[config.mk]
export PLATFORM = sky130hd
export DESIGN_NAME = jtkicker_objrom_slot
export DESIGN_NICKNAME = d
export VERILOG_FILES = /design/src/rtl/jtkicker_objrom_slot.sv
export SDC_FILE = /design/constraint.sdc
export NUM_CORES = 1
export LEC_CHECK = 0
export CORE_MARGIN = 2
export CORE_UTILIZATION = 30
export DETAILED_ROUTE_END_ITERATION = 6
export SLEW_MARGIN = 20
export SYNTH_ARGS = -nofsm -noshare
export SYNTH_HDL_FRONTEND = slang
export SYNTH_SLANG_ARGS = --single-unit
[constraint.sdc]
create_clock -name clk -period 2.55 [get_ports clk]
set_input_delay 0.3825 -clock clk [delete_from_list [all_inputs] [get_ports clk]]
set_output_delay 0.3825 -clock clk [all_outputs]
set_load 0.02 [all_outputs]
[src/rtl/jtkicker_objrom_slot.sv]
`default_nettype none
// ============================================================================
// Module      : jtkicker_objrom_slot
// Description : Object-engine ROM responder. Each 32-bit request from the
//               sprite renderer is served by two 16-bit SDRAM reads
//               (low word, then high word) which are assembled into
//               rom_data = {hi16, lo16}. rom_ok is gated combinationally on
//               the address compare, so it can never qualify data that
//               belongs to an older address.
// Ports       : clk, rst (sync, active-high)
//               rom_cs / rom_addr[AW-1:0] -> rom_data[31:0] / rom_ok
//               sdram_addr[21:0] / sdram_req -> sdram_ack / sdram_rdy /
//               sdram_data[15:0]
// Options     : JTKICKER_OBJROM_CACHE_EN - keep the last fetched word valid
//               across rom_cs low periods, so a repeat request for the same
//               address is answered without an SDRAM access.
// Revision    : 1.0 - initial release
// ============================================================================
module jtkicker_objrom_slot #(
    parameter int          AW     = 13,
    parameter logic [21:0] OFFSET = 22'h0
) (
    input  logic          clk,
    input  logic          rst,
    input  logic          rom_cs,
    input  logic [AW-1:0] rom_addr,
    output logic [31:0]   rom_data,
    output logic          rom_ok,
    output logic [21:0]   sdram_addr,
    output logic          sdram_req,
    input  logic          sdram_ack,
    input  logic          sdram_rdy,
    input  logic [15:0]   sdram_data
);

`ifdef JTKICKER_OBJROM_CACHE_EN
    localparam bit c_keep_valid = 1'b1;
`else
    localparam bit c_keep_valid = 1'b0;
`endif

    localparam logic [2:0] c_st_idle    = 3'd0;
    localparam logic [2:0] c_st_req_lo  = 3'd1;
    localparam logic [2:0] c_st_wait_lo = 3'd2;
    localparam logic [2:0] c_st_req_hi  = 3'd3;
    localparam logic [2:0] c_st_wait_hi = 3'd4;

    logic [2:0]    r_state;
    logic [2:0]    w_next;
    logic [AW-1:0] r_lat_addr;
    logic          r_lat_valid;
    logic          r_stale;
    logic [15:0]   r_data_lo;
    logic [15:0]   r_data_hi;
    // ack and rdy arriving together: the data is parked here and consumed
    // in the first cycle of the following WAIT state.
    logic          r_rdy_early;
    logic [15:0]   r_early_data;

    logic          w_match;
    logic          w_stale;
    logic          w_start;
    logic          w_in_req;
    logic          w_rdy;
    logic [15:0]   w_rd_data;
    logic [AW:0]   w_pair_lo;
    logic [21:0]   w_word_lo;
    logic [21:0]   w_word_hi;

    assign w_match   = rom_cs && (rom_addr == r_lat_addr);
    assign rom_ok    = r_lat_valid && w_match;
    assign rom_data  = {r_data_hi, r_data_lo};
    // Sticky within a fetch: an address that changes away and back still
    // invalidates the transaction in flight.
    assign w_stale   = r_stale || !w_match;
    assign w_start   = rom_cs && !rom_ok;
    assign w_in_req  = (r_state == c_st_req_lo) || (r_state == c_st_req_hi);
    assign w_rdy     = sdram_rdy || r_rdy_early;
    assign w_rd_data = r_rdy_early ? r_early_data : sdram_data;

    // Zero-extend before the add so the sum wraps modulo 2^22.
    assign w_pair_lo = {r_lat_addr, 1'b0};
    assign w_word_lo = 22'(w_pair_lo);
    assign w_word_hi = w_word_lo | 22'd1;

    // State register
    always_ff @(posedge clk) begin
        if (rst) begin
            r_state <= c_st_idle;
        end else begin
            r_state <= w_next;
        end
    end

    // Next-state logic. An ack always wins over abandonment so the accepted
    // read is drained in WAIT before returning to IDLE.
    always_comb begin
        w_next = r_state;
        case (r_state)
            c_st_idle:    if (w_start) w_next = c_st_req_lo;
            c_st_req_lo:  if (sdram_ack) w_next = c_st_wait_lo;
                          else if (w_stale) w_next = c_st_idle;
            c_st_wait_lo: if (w_rdy) w_next = w_stale ? c_st_idle : c_st_req_hi;
            c_st_req_hi:  if (sdram_ack) w_next = c_st_wait_hi;
                          else if (w_stale) w_next = c_st_idle;
            c_st_wait_hi: if (w_rdy) w_next = c_st_idle;
            default:      w_next = c_st_idle;
        endcase
    end

    // Output logic
    always_comb begin
        sdram_req  = 1'b0;
        sdram_addr = 22'd0;
        case (r_state)
            c_st_req_lo: begin
                sdram_req  = 1'b1;
                sdram_addr = OFFSET + w_word_lo;
            end
            c_st_req_hi: begin
                sdram_req  = 1'b1;
                sdram_addr = OFFSET + w_word_hi;
            end
            default: ;
        endcase
    end

    // Datapath: latched address, validity, stale tracking and data words
    always_ff @(posedge clk) begin
        if (rst) begin
            r_lat_addr   <= '0;
            r_lat_valid  <= 1'b0;
            r_stale      <= 1'b0;
            r_data_lo    <= 16'd0;
            r_data_hi    <= 16'd0;
            r_rdy_early  <= 1'b0;
            r_early_data <= 16'd0;
        end else begin
            r_rdy_early <= w_in_req && sdram_ack && sdram_rdy;
            if (w_in_req && sdram_ack) begin
                r_early_data <= sdram_data;
            end

            if (r_state == c_st_idle) begin
                r_stale <= 1'b0;
                if (w_start) begin
                    r_lat_addr  <= rom_addr;
                    r_lat_valid <= 1'b0;
                end else if (!rom_cs && !c_keep_valid) begin
                    r_lat_valid <= 1'b0;
                end
            end else if (!w_match) begin
                r_stale <= 1'b1;
            end

            if (r_state == c_st_wait_lo && w_rdy && !w_stale) begin
                r_data_lo <= w_rd_data;
            end

            if (r_state == c_st_wait_hi && w_rdy) begin
                if (!w_stale) begin
                    r_data_hi <= w_rd_data;
                end
                r_lat_valid <= !w_stale;
            end
        end
    end

endmodule
`default_nettype wire

### Word-level counts from Yosys, hierarchy flattened

Index checks and enable logic that the tools add are counted.

| storage, ports and cells | value |
|---|---|
| register bits | 67 |
| latch bits | 0 |
| RAM bits | 0 |
| bits in read-only memories | 0 |
| output and inout bits | 56 |
| logic and storage cells | 55 |
| memories | 0 |

| cells by class | value |
|---|---|
| add/sub/neg operators | 0 |
| multipliers | 0 |
| divide/modulo/power cells | 0 |
| magnitude comparators | 0 |
| equal/unequal tests | 9 |
| shift-type cells | 0 |
| multiplexer cells | 15 |
| bitwise logic cells | 1 |
| reduce and logical (&&, ||, !) cells | 22 |

Operator list:

| kind | number |
|---|---|
| one-hot mux 14 bit (2 select lines) | 1 |
| 2-to-1 mux 3 bit | 6 |
| 2-to-1 mux 16 bit | 1 |
| one-hot mux 3 bit (5 select lines) | 1 |
| equality test 13 bit | 1 |
| logical AND 1 bit | 8 |
| equality test 3 x 2 -> 1 bit (second input constant) | 2 |
| != test 2 bit (second input constant) | 3 |
| AND reduction 2 bit | 3 |
| 2-to-1 mux 1 bit | 5 |
| OR reduction 2 bit | 2 |
| equality test 3 x 1 -> 1 bit (second input constant) | 1 |
| equality test 3 bit (second input constant) | 1 |
| zero test 1 bit | 3 |
| zero test 3 bit | 1 |
| logical OR 1 bit | 3 |
| != test 3 x 1 -> 1 bit (second input constant) | 1 |
| AND reduction 3 bit | 1 |
| 2-to-1 mux 2 bit | 1 |
| nonzero test 2 bit | 1 |
| inverter 1 bit | 1 |

### Logic depth before layout (Yosys ltp)

Gate-level depths: netlist of run 1.

| logic depth | value |
|---|---|
| word-level depth | 8 |
| depth in mapped cells | 7 |

### Worst setup path after synthesis of run 1

Ideal clock, no wire load.

| timing | value |
|---|---|
| path kind | input to output |
| from | input port rom_addr[11] |
| to | output port rom_ok |
| data arrival time | 1.608 ns |
| required time | 2.168 ns |
| slack | 0.559 ns |
| cell stages on the path | 5 |
| path buffers | 1 |
| path through | xnor2_1 -> nand4_1 -> nor4_4 -> buf_2 -> and3_1 |

| on the way | value |
|---|---|
| cells in the longest elaborated chain, start to end | 3 |

Ends and longest elaborated chain:

| item | line | text |
|---|---|---|
| start: declaration | 26 | `input logic [AW-1:0] rom_addr,` |
| equality test 13 bit | 70 | `assign w_match = rom_cs && (rom_addr == r_lat_addr);` |
| logical AND 1 bit | 70 |  |
| logical AND 1 bit | 71 | `assign rom_ok = r_lat_valid && w_match;` |
| end: declaration | 28 | `output logic rom_ok,` |

No other way between the ends.

### Final worst setup path of run 1

| timing | value |
|---|---|
| from | input port rom_addr[4] |
| to | output port rom_ok |

The elaborated chain is that of the path after synthesis.

==> results.py, run 1 <==
metrics = {
    "critical_path": {
        "crit_type": "in -> out",
        "arrival_ns": 2.02,
        "max_stage_delay_ns": 0.50,
        "worst_setup_path_start_kind": "input pin",
        "critPathCaptureType": "output pin",
        "cp_num_buf_inv": 2,
        "crit_family": "buffers and inverters",
        "required_ns": 2.17,
        "cp_slowest_cell": "clkdlybuf4s50_1",
        "crit_fanout": 2,
        "path_cells": "clkdlybuf4s50_1, xnor2_1, nand4_1, nor4_4, and3_1, dlygate4sd2_1",
    },
    "global_route": {
        "grt_util_all_layers_pct": 15.18,
        "grt_pass1_wl_um": 13850,
        "grt_max_degree": 55,
        "antenna_found_initial": 0,
        "grt_pass1_vias": 2699,
        "grt_overflow_total": 0,
    },
    "die": {
        "die_w_um": 107.4,
        "die-area_sq_mm": 0.01152,
        "rows": 37,
        "core_area_sq_mm": 0.01037,
        "die_h_um": 107.4,
        "start_util_pct": 30.90,
        "io_pins": 90,
    },
    "clock_network": {
        "htree_levels": 3,
        "clockBufferDepth": 2,
        "cts.sinks": 67,
        "clk_latency_ns": 0.33,
        "cts_tree": "done",
        "cts_buffers": 9,
        "cts_root_buffer": "clkbuf_8",
        "hold_buffers": 0,
        "cts.clk_slew.worst_paths_ns": 0.08,
    },
    "yosys": {
        "synth_flop_cell": "dfxtp_1",
        "synth_edf_count": 0,
        "ys_seq_area_share_pct": 41.86,
        "yosys-top-cells-count": "67 x dfxtp_1, 39 x nand2_1, 32 x a31oi_1",
        "yosysWarnings": 0,
        "synthArstFlopShare_pct": 0,
        "synth_area_leaders": "dfxtp_1 42%, mux2i_1 9.1%, a31oi_1 6.2%",
        "yosysMostFrequentCell": "dfxtp_1",
        "netlist_area_sq_mm": 0.003204,
        "avgSynthCellArea_sq_um": 8.852,
        "synth_cell_types": 31,
        "synthCells": 362,
        "post-synth-top-area-fraction_pct": 41.86,
        "synth-seq-cells": 67,
        "yosysTopAreaCell": "dfxtp_1",
    },
    "drt": {
        "first_pass_iters": 4,
        "via_count": 2860,
        "via_per_inst": 5.009,
        "wl_um": 8589,
        "drc_errors": 0,
        "ant_nets": 0,
        "drt_iter0_drc": 178,
        "wl_per_cell_um": 15.04,
    },
    "timing": {
        "fin_ws_ns": 0.1507,
        "relSlewSlack_pct": 43.48,
        "finalCriticalPeriod_ns": 2.399,
        "period_share_pct": 94.09,
        "finalHoldViolCount": 0,
        "fmax_ghz": 0.4168,
        "setup-violations-final": 0,
        "finalMaxSlewViolations": 0,
        "skew_ns": 0.009553,
        "timing_worst_slew_pin_value_ns": 0.8477,
        "rsz0062_at_grt": "false",
    },
    "finish": {
        "drive_gt1_share_pct": 7.816,
        "seqCellArea_sq_mm": 0.001341,
        "multiInputGateArea_sq_mm": 0.001693,
        "layout.nets": 465,
        "n_antenna_cell": 0,
        "fill_cells": 1044,
        "area_growth_pct": 35.42,
    },
    "power_and_ir_drop": {
        "ir_worst_vdd_uv": 192.6,
        "p_total_mw": 2.232,
        "p_leak_nw": 1.446,
        "powerDensity_mw_per_mm2": 514.5,
    },
    "hold_path": {
        "hold_class": "reg -> reg",
    },
    "place": {
        "gp_congestion": 0.7769,
        "hpwl_um": 6115,
        "numPortBuffers": 81,
        "place_ws_ns": -0.1201,
    },
    "status": {
        "status": "complete, no violations",
    },
    "job": {
        "drv_cap": 0,
    },
}
-- layout make-up --
cell class | instances | area share, %
Multi-Input combinational cell | 258 | 39.01
Tap cell | 136 | 3.922
Clock inverter | 6 | 1.557
Clock buffer | 9 | 2.855
Timing Repair Buffer | 94 | 21.66
Sequential cell | 67 | 30.91
Inverter | 1 | 0.08651
-- worst min-delay path, cell delays in order (launching register included) --
cell and delay, ns:
dfxtp_1 0.31, nand2_1 0.05, a21oi_1 0.05
-- power by group --
group | internal, mW | leakage, nW | switching [mW]
Clock | 0.447 | 0.0913 | 0.416
Sequential | 1.07 | 0.543 | 0.0198
Combinational | 0.133 | 0.812 | 0.145
Total | 1.65 | 1.45 | 0.580
-- state kept, by name, summed over array words and instances, names as in the netlist --
name / flops
r_early_data: 16
r_lat_valid: 1
r_data_lo: 16
r_lat_addr: 13
r_data_hi: 16
r_stale: 1
r_rdy_early: 1
r_state: 3
-- metrics by stage --
step	cell area, sq um	TNS (ns)	util [%]	hold slack, ns	std cells
finish	4339	0	41.84	0.4541	571
global route	4339	0	41.84	0.4720	571
CTS	4339	0	41.84	0.4569	571
detailed placement	4149	-1.013	40.01	0.4461	556
global placement	4149	-0.5423	40.01	0.4410	556
floorplan	3231	0	-	0.4360	369
-- routing by layer --
| layer | vias to the layer above | global-route usage, % | wire, um |
|---|---|---|---|
| li1 | 1433 | - | - |
| met1 | 1351 | 22.11 | 4190 |
| met2 | 74 | 22.20 | 3938 |
| met3 | 2 | 2.724 | 413 |
| met4 | 0 | 5.678 | 47 |
| met5 | - | 0 | 0 |
-- path summary, 6_finish.rpt --
check                                     start               to  slack, ns  depth (start not counted)
worst min register to register  r_early_data[7]  r_early_data[7]       0.45                          2
worst max register to register    r_lat_addr[4]     r_data_hi[2]       0.43                          7
worst max-delay path                rom_addr[4]           rom_ok       0.15                          6
worst min-delay path            r_early_data[7]  r_early_data[7]       0.45                          2
-- logic make-up after synthesis --
family,synth area share (%)
xor+xnor,3.553
mux,9.059
simple gates,24.17
compound gates,14.80
other cells,0.1170
flops,41.86
buf+inv,6.443
-- placed cells by master (no fill, tap or decap), types with 5 or more instances in the layout --
| cell type | netlist | layout |
|---|---|---|
| a21oi_1 | 19 | 19 |
| xnor2_1 | 13 | 13 |
| and4_1 | 16 | 16 |
| dfxtp_1 | 67 | 67 |
| conb_1 | 1 | 8 |
| nor3_1 | 19 | 19 |
| a31oi_1 | 32 | 32 |
| nand2_1 | 39 | 39 |
| a311oi_1 | 16 | 16 |
| nand2b_1 | 26 | 26 |
| nand3_1 | 5 | 5 |
| buf_4 | 8 | 10 |
| and2_1 | 16 | 16 |
| clkdlybuf4s50_1 | 0 | 79 |
| clkbuf_8 | 0 | 9 |
| mux2i_1 | 29 | 29 |
-- timing repair --
action | in CTS | in global routing
buffers inserted | 0 | 0
gates resized for setup | 1 | 0
setup endpoints to repair | 1 | 0
Power figures use the tool's default switching activity.
==> run 2: changes to the inputs <==
--- a/config.mk
+++ b/config.mk
@@ -5,10 +5,13 @@
 export SDC_FILE = /design/constraint.sdc
 export NUM_CORES = 1
 export LEC_CHECK = 0
+export CAP_MARGIN = 20
 export CORE_MARGIN = 2
 export CORE_UTILIZATION = 30
+export CTS_BUF_LIST = sky130_fd_sc_hd__clkbuf_4
 export DETAILED_ROUTE_END_ITERATION = 6
 export SLEW_MARGIN = 20
 export SYNTH_ARGS = -nofsm -noshare
 export SYNTH_HDL_FRONTEND = slang
 export SYNTH_SLANG_ARGS = --single-unit
+export TNS_END_PERCENT = 20
==> run 2 against run 1 <==
Effect of this change:
- power fell by 7.4%
- clock skew rose by 0.0073 ns
- non-clock buffer count did not move
- cell count rose by 0.18%
- clock power fell by 19%
- register-to-register slack got worse by 0.02 ns
- critical endpoint unchanged
==> results.py, run 2 (synthesized netlist as in run 1, its figures left out) <==
metrics = {
    "status": {
        "status": "complete, no violations",
    },
    "critical_path": {
        "max_stage_delay_ns": 0.50,
        "crit_fanout": 2,
        "arrival_ns": 2.01,
        "path_cells": "clkdlybuf4s50_1, xnor2_1, nand4_1, nor4_4, and3_1, dlygate4sd2_1",
        "crit_family": "buffers and inverters",
        "critPathCaptureType": "output pin",
        "worst_setup_path_start_kind": "input pin",
        "required_ns": 2.17,
        "cp_num_buf_inv": 2,
        "crit_type": "in -> out",
        "cp_slowest_cell": "clkdlybuf4s50_1",
    },
    "clock_network": {
        "clk_latency_ns": 0.41,
        "cts.sinks": 67,
        "cts_root_buffer": "clkbuf_4",
        "cts_tree": "done",
        "clockBufferDepth": 2,
        "htree_levels": 3,
        "post-cts-setup-buffers": 0,
        "cts_buffers": 9,
        "hold_buffers": 0,
        "cts_resized": 1,
        "cts.clk_slew.worst_paths_ns": 0.11,
    },
    "drt": {
        "via_count": 2845,
        "drt_iter0_drc": 157,
        "ant_nets": 0,
        "via_per_inst": 4.974,
        "drc_errors": 0,
        "wl_um": 8682,
        "wl_per_cell_um": 15.18,
        "first_pass_iters": 4,
    },
    "global_route": {
        "grt_max_degree": 55,
        "grt_pass1_wl_um": 13860,
        "grt_overflow_total": 0,
        "grt_util_all_layers_pct": 15.34,
        "antenna_found_initial": 1,
        "grt_pass1_vias": 2707,
    },
    "timing": {
        "skew_ns": 0.01684,
        "rsz0062_at_grt": "false",
        "timing_worst_slew_pin_value_ns": 0.8552,
        "finalCriticalPeriod_ns": 2.394,
        "finalMaxSlewViolations": 0,
        "period_share_pct": 93.88,
        "holdWs_ns": 0.4599,
        "fmax_ghz": 0.4177,
        "relSlewSlack_pct": 42.98,
        "finalHoldViolCount": 0,
        "setup-violations-final": 0,
    },
    "finish": {
        "layout.nets": 465,
        "drive_gt1_share_pct": 7.816,
        "fill_cells": 1038,
        "final_cell_mix": "79 x clkdlybuf4s50_1, 67 x dfxtp_1, 39 x nand2_1",
        "top_regs": "r_data_hi x16, r_data_lo x16, r_early_data x16",
        "multiInputGateArea_sq_mm": 0.001693,
        "seqCellArea_sq_mm": 0.001341,
        "area_growth_pct": 33.74,
        "final_common_cell": "clkdlybuf4s50_1",
    },
    "power_and_ir_drop": {
        "powerDensity_mw_per_mm2": 482.2,
        "ir_worst_vdd_uv": 186.0,
        "p_leak_nw": 1.423,
        "p_total_mw": 2.066,
    },
    "die": {
        "core_area_sq_mm": 0.01037,
        "die_w_um": 107.4,
        "die-area_sq_mm": 0.01152,
        "rows": 37,
        "start_util_pct": 30.90,
        "io_pins": 90,
        "die_h_um": 107.4,
    },
    "hold_path": {
        "hold_class": "reg -> reg",
    },
    "place": {
        "gp_congestion": 0.7769,
        "hpwl_um": 6115,
        "numPortBuffers": 81,
    },
    "job": {
        "drv_cap": 0,
    },
}
[run 2: worst min-delay path: cells and delay by family (launching register included)]
family,cells,cell delay [ns]
DFF,1,0.33
and+or+nand+nor,1,0.05
AOI/OAI and AO/OA,1,0.05
[run 2: worst paths after layout]
path	from	endpoint	slack (ns)	depth (start not counted)
hold / removal	r_early_data[7]	r_early_data[7]	0.46	2
setup reg to reg	r_lat_addr[4]	r_data_hi[2]	0.41	7
setup / recovery	rom_addr[4]	rom_ok	0.16	6
hold reg to reg	r_early_data[7]	r_early_data[7]	0.46	2
[run 2: stage by stage]
| stage | cell area, sq um | TNS (ns) | std cells | utilization [%] | setup WS [ns] |
|---|---|---|---|---|---|
| 5_1_grt | 4285 | 0 | 572 | 41.32 | 0.03572 |
| 3_5_place_dp | 4149 | -1.013 | 556 | 40.01 | -0.1201 |
| 3_3_place_gp | 4149 | -0.5423 | 556 | 40.01 | -0.09616 |
| 4_1_cts | 4283 | 0 | 571 | 41.30 | 0.1502 |
| 2_1_floorplan | 3231 | 0 | 369 | - | 0.5592 |
| 6_report | 4285 | 0 | 572 | 41.32 | 0.1562 |
[run 2: power by group]
part	total, mW	internal [mW]	switching, mW
Sequential	1.09	1.07	0.0197
Combinational	0.278	0.133	0.145
Clock	0.696	0.295	0.402
Total	2.07	1.50	0.567
[run 2: layout make-up]
class                   count  share of cell area [%]
clock inverters             6                   1.577
repair buffers             94                   21.93
diodes                      1                 0.05839
inverters                   1                 0.08759
multi-input cells         258                   39.50
flip-flops and latches     67                   31.30
clock buffers               9                   1.577
well taps                 136                   3.971
[run 2: metal layers]
| metal | GRT usage (%) | vias to the layer above | share of wire (%) |
|---|---|---|---|
| met3 | 3.148 | 9 | 4.2 |
| met1 | 22.00 | 1336 | 50 |
| met2 | 22.02 | 64 | 45 |
| li1 | - | 1436 | - |
| met5 | 0 | - | 0 |
| met4 | 6.868 | 0 | 1.3 |
